File: config.mk
export PLATFORM = sky130hd
export DESIGN_NAME = expand_arbiter
export DESIGN_NICKNAME = d
export VERILOG_FILES = /design/src/rtl/expand_arbiter.sv
export SDC_FILE = /design/constraint.sdc
export NUM_CORES = 1
export LEC_CHECK = 0
export CAP_MARGIN = 30
export CORE_MARGIN = 3
export CORE_UTILIZATION = 35
export CTS_CLUSTER_SIZE = 20
export DETAILED_ROUTE_END_ITERATION = 10
export GPL_TIMING_DRIVEN = 0
export PLACE_DENSITY = 0.75
export SETUP_SLACK_MARGIN = 0.1
export SKIP_LAST_GASP = 1
export SLEW_MARGIN = 20
export SYNTH_ARGS = -nofsm -noshare
export SYNTH_HDL_FRONTEND = slang
export SYNTH_SLANG_ARGS = --single-unit
File: constraint.sdc
create_clock -name clk -period 2.86 [get_ports clk]
set_clock_uncertainty 0.15 [all_clocks]
set_input_delay 0.572 -clock clk [delete_from_list [all_inputs] [get_ports clk]]
set_output_delay 0.572 -clock clk [all_outputs]
set_load 0.1 [all_outputs]
File: src/rtl/expand_arbiter.sv
// Round-robin arbiter feeding one narrow-to-wide expander. A grant is locked
// for BURST accepted beats so each wide word carries data from one producer.
module expand_arbiter #(
  parameter int NUM_IN    = 4,
  parameter int IN_WIDTH  = 32,
  parameter int OUT_WIDTH = 64,
  parameter int ID_WIDTH  = 2
) (
  input  logic                       clk,
  input  logic                       reset,
  input  logic [NUM_IN*IN_WIDTH-1:0] din,
  input  logic [NUM_IN-1:0]          vld_in,
  output logic [NUM_IN-1:0]          rdy_upward,
  output logic [IN_WIDTH-1:0]        dout,
  output logic                       vld_out,
  input  logic                       rdy_downward,
  output logic [ID_WIDTH-1:0]        grant_id,
  output logic                       grant_vld,
  output logic                       burst_done
);

  localparam int BURST = OUT_WIDTH / IN_WIDTH;

  typedef enum logic {IDLE, GRANT} state_t;

  state_t              state_reg;
  logic [ID_WIDTH-1:0] ptr_reg;
  logic [31:0]         cnt_reg;

  logic [IN_WIDTH-1:0] din_arr [NUM_IN];
  logic [ID_WIDTH-1:0] cand_id [NUM_IN];
  logic [NUM_IN-1:0]   req_rot;
  logic [ID_WIDTH-1:0] sel_id;
  logic                any_req;
  logic                active;
  logic                xfer;
  logic                last_beat;

  // Outputs are forced quiet while reset is asserted, even mid-burst.
  assign active = (state_reg == GRANT) && !reset;

  genvar gi;
  generate
    for (gi = 0; gi < NUM_IN; gi++) begin : g_port
      logic [ID_WIDTH:0] cand_sum;
      assign din_arr[gi]    = din[gi*IN_WIDTH +: IN_WIDTH];
      assign rdy_upward[gi] = active && (grant_id == ID_WIDTH'(gi)) && rdy_downward;
      // cand_id[gi] is the requester visited gi steps after ptr, modulo NUM_IN.
      assign cand_sum    = {1'b0, ptr_reg} + (ID_WIDTH+1)'(gi);
      assign cand_id[gi] = (cand_sum >= (ID_WIDTH+1)'(NUM_IN))
                         ? ID_WIDTH'(cand_sum - (ID_WIDTH+1)'(NUM_IN))
                         : ID_WIDTH'(cand_sum);
      assign req_rot[gi] = vld_in[cand_id[gi]];
    end
  endgenerate

  // Walk from the farthest candidate back to ptr so the nearest request wins.
  always_comb begin
    sel_id  = '0;
    any_req = 1'b0;
    for (int k = NUM_IN - 1; k >= 0; k--) begin
      if (req_rot[k]) begin
        sel_id  = cand_id[k];
        any_req = 1'b1;
      end
    end
  end

  assign dout       = active ? din_arr[grant_id] : '0;
  assign vld_out    = active && vld_in[grant_id];
  assign grant_vld  = active;
  assign xfer       = vld_out && rdy_downward;
  assign last_beat  = xfer && (cnt_reg == 32'(BURST - 1));
  assign burst_done = last_beat;

  always_ff @(posedge clk) begin
    if (reset) begin
      state_reg <= IDLE;
      ptr_reg   <= '0;
      cnt_reg   <= '0;
      grant_id  <= '0;
    end else begin
      case (state_reg)
        IDLE: begin
          if (any_req) begin
            grant_id  <= sel_id;
            cnt_reg   <= '0;
            state_reg <= GRANT;
          end
        end
        GRANT: begin
          if (last_beat) begin
            ptr_reg   <= (grant_id == ID_WIDTH'(NUM_IN - 1)) ? '0 : grant_id + 1'b1;
            cnt_reg   <= '0;
            state_reg <= IDLE;
          end else if (xfer) begin
            cnt_reg <= cnt_reg + 32'd1;
          end
        end
        default: state_reg <= IDLE;
      endcase
    end
  end

endmodule

==> summary.md <==
| Metric | Value |
|---|---|
| Count of warnings emitted by yosys | 0 |
| Tot Pwr | ~1.6 mW |
| Initial DRT Pass Iterations | 6 |
| Die width | around 100 µm |
| Antenna Cells | 0 |
| Core Rows | 33 |
| Height of the die | ~100 µm |
| Core Box Area | about 8400 µm² |
| Slew Limit Headroom | 33.3% |
| First-pass GRT wire length | around 18 mm |
| RSZ-0062 raised after global routing | yes |
| Max_cap viols | 0 |
| Fin nets | between 600 and 700 |
| Worst VDD drop | around 0.20 mV |
| Reg clk slew, reported paths | approximately 0.060 ns |
| Status | finished clean |
| Die footprint | 9960 µm² |
| Vias in the first global route | 3267 |
| Fill count | 671 |
| Final WS setup | 0.149 ns |
| Cells after Synth | 316 |
| Drc violations | 0 |
| Startpoint Class | primary input |
| Primary FF master, synth | dfxtp_1 |
| H-tree level count | 2 |
| Hold-fix buffers, CTS | 0 |
| EDFF count, synth | 0 |
| Tcrit/Tclk final | between 90% and 100% |
| Number of synthesized register bits | 37 |
| I/O Pins | ~180 |
| Hold_ws | between 0.3 and 0.4 ns |
| Routed len/inst | 19.5 µm |
| Total GRT Usage | roughly 22% |
| Gpl congestion | between 0.9 and 1 |
| Layout area overhead | 75.8% |
| Max Slew Vio Count | 0 |
| DR vias | 3290 |
| Critical Path Sink Type | output port |
| CP required | ~2.1 ns |
| HPWL Detailed | 9.52 mm |
| Largest register FFs | 32 |
| TritonCTS Sinks | 37 |
| DRT Wirelength | about 12 mm |
| DR iter-0 viols | 94 |
| Post-synth ARST share | 0% |
| Port Buffers | 175 |
| Remaining antenna violation count | 0 |
| Skew-Pair Late Insertion Delay | approximately 0.30 ns |
| Drt via density | roughly 5.4 |
| Setup Slack @ Placement | -1.30 ns |
| Register area share after synthesis | 24.1% |
| Antenna violations before repair | 0 |
| Starting Density | roughly 37% |
| Root buf cell | clkbuf_8 |
| Actual transition at the worst max-transition pin | about 1.0 ns |
| Maximum clock frequency | between 300 and 400 MHz |
| Tmin final | approximately 2.7 ns |
| CTS Buf Count | 5 |
| GRT overflow | 0 |
| Final number of hold-violating endpoints | 0 |
| Worst min path class | flop to flop |
| CP arrival | between 1.5 and 2 ns |
| Worst-path fanout max | 10 |
| Critical path class | primary input to output port |
| Library cells used by synthesis | 44 |
| Syn Area/Cell | roughly 9.7 µm² |
| Largest net degree at the start of global routing | 12 |
| Power density cells | 299 nW/µm² |
| CTS tree | yes |
| Mapped cell area | 3080 µm² |
| Share of post-route cells with drive strength above 1 | 30.1% |
| Syn nets | roughly 460 |
| Final Util | between 60 and 70% |
| Leak | between 1.5 and 2 nW |
| Clock buffer depth | 2 |
| # setup viols final | 0 |
==> worst paths after layout <==
| check | start | end | slack, ns | cells past startpoint |
|---|---|---|---|---|
| min | cnt_reg[1]$_SDFFE_PP0P_ | cnt_reg[1]$_SDFFE_PP0P_ | 0.38 | 2 |
| max reg2reg | grant_id[1]$_SDFFE_PP0P_ | cnt_reg[11]$_SDFFE_PP0P_ | 0.30 | 9 |
| max | reset | dout[27] | 0.15 | 6 |
| min reg2reg | cnt_reg[1]$_SDFFE_PP0P_ | cnt_reg[1]$_SDFFE_PP0P_ | 0.38 | 2 |
==> cell families (layout without fill, tap and decap cells) <==
logic type	after synthesis	count (layout)	share of synthesized area (%)
flip-flops	37	37	24.1
adder cells (fa/ha/maj)	6	6	2.44
multiplexers	37	37	25.5
buffers and inverters	29	215	4.84
AO/OA/AOI/OAI	20	20	4.51
AND/OR/NAND/NOR	159	159	30.7
XOR/XNOR	28	28	7.97
==> cells in the mapped netlist, types with 2 or more instances <==
| library cell | count | area (µm²) |
|---|---|---|
| nor2_1 | 40 | 150 |
| and2_1 | 39 | 244 |
| dfxtp_1 | 37 | 741 |
| mux4_2 | 33 | 743 |
| xnor2_1 | 21 | 184 |
| nand2_1 | 16 | 60.1 |
| clkbuf_1 | 11 | 41.3 |
| nand4_1 | 11 | 68.8 |
| nor4_1 | 9 | 56.3 |
| a21oi_1 | 8 | 40.0 |
| nand3_1 | 8 | 40.0 |
| nor3_1 | 8 | 40.0 |
| nor4_2 | 8 | 100 |
| inv_1 | 7 | 26.3 |
| xor2_1 | 7 | 61.3 |
| ha_1 | 6 | 75.1 |
| buf_2 | 5 | 25.0 |
| nor4b_1 | 4 | 35.0 |
| and4_1 | 3 | 26.3 |
| buf_4 | 3 | 22.5 |
| buf_6 | 3 | 33.8 |
| mux2i_1 | 3 | 30.0 |
| or3_1 | 3 | 18.8 |
| a21o_1 | 2 | 15.0 |
| nor3_2 | 2 | 20.0 |
==> critical path, cell delays in order <==
cell and delay [ns]:
clkdlybuf4s50_1 0.43, clkbuf_4 0.21, nor2_4 0.20, buf_4 0.21
and2_2 0.17, buf_8 0.19
==> stage by stage <==
stage	setup TNS, ns	instance area (µm²)	instances
2_1_floorplan	-0.0478	3130	316
3_3_place_gp	-45.84	5010	596
3_5_place_dp	-45.09	5040	597
4_1_cts	-0.158	5140	607
5_1_grt	0	5410	607
6_report	0	5410	607
==> layer usage <==
layer	part of all wire (%)	up-vias	GRT usage, %
li1	-	1545	-
met2	50	140	37.1
met5	0	-	0
met1	40	1583	29.7
met3	7.5	22	4.59
met4	2.3	0	6.62
==> cells in the final DEF, fill, tap and decap left out, types with 3 or more instances in the layout <==
cell,count
nand2_1,15
clkbuf_1,5
clkbuf_4,8
buf_4,9
and2_4,4
buf_2,3
buf_6,6
or3_1,3
nor3_1,8
and4_1,3
ha_1,6
mux2i_1,3
nand3_1,8
a21oi_1,8
clkbuf_2,3
xnor2_1,21
and2_2,24
dlygate4sd2_1,4
inv_1,7
mux4_2,33
and2_1,11
clkbuf_8,7
nor4b_1,3
nor2_1,39
dfxtp_1,34
nand4_1,11
xor2_1,7
nor4_2,9
clkdlybuf4s50_1,132
buf_12,15
nor4_1,8
buf_8,15
==> power by group <==
part / leakage, nW / total [mW] / internal (mW) / switching, mW
Combinational: 1.53 / 0.711 / 0.356 / 0.354
Sequential: 0.300 / 0.522 / 0.518 / 0.00379
Clock: 0.0455 / 0.383 / 0.197 / 0.186
Total: 1.88 / 1.62 / 1.07 / 0.545
==> repair_timing <==
action | 4_1_cts | 5_1_grt
setup endpoints to repair | 49 | 45
pin swaps | 2 | 2
setup buffers | 3 | 0
gates resized for setup | 259 | 75
==> final cells by class <==
cell class / count / area [µm²] / share of cell area [%]
flip-flops and latches: 37 / 747 / 13.8
repair buffers: 178 / 1980 / 36.5
plain buffers: 22 / 184 / 3.40
well taps: 105 / 131 / 2.43
inverters: 7 / 26.3 / 0.486
clock buffers: 8 / 90.1 / 1.66
multi-input cells: 250 / 2260 / 41.7
Power figures use the tool's default switching activity.
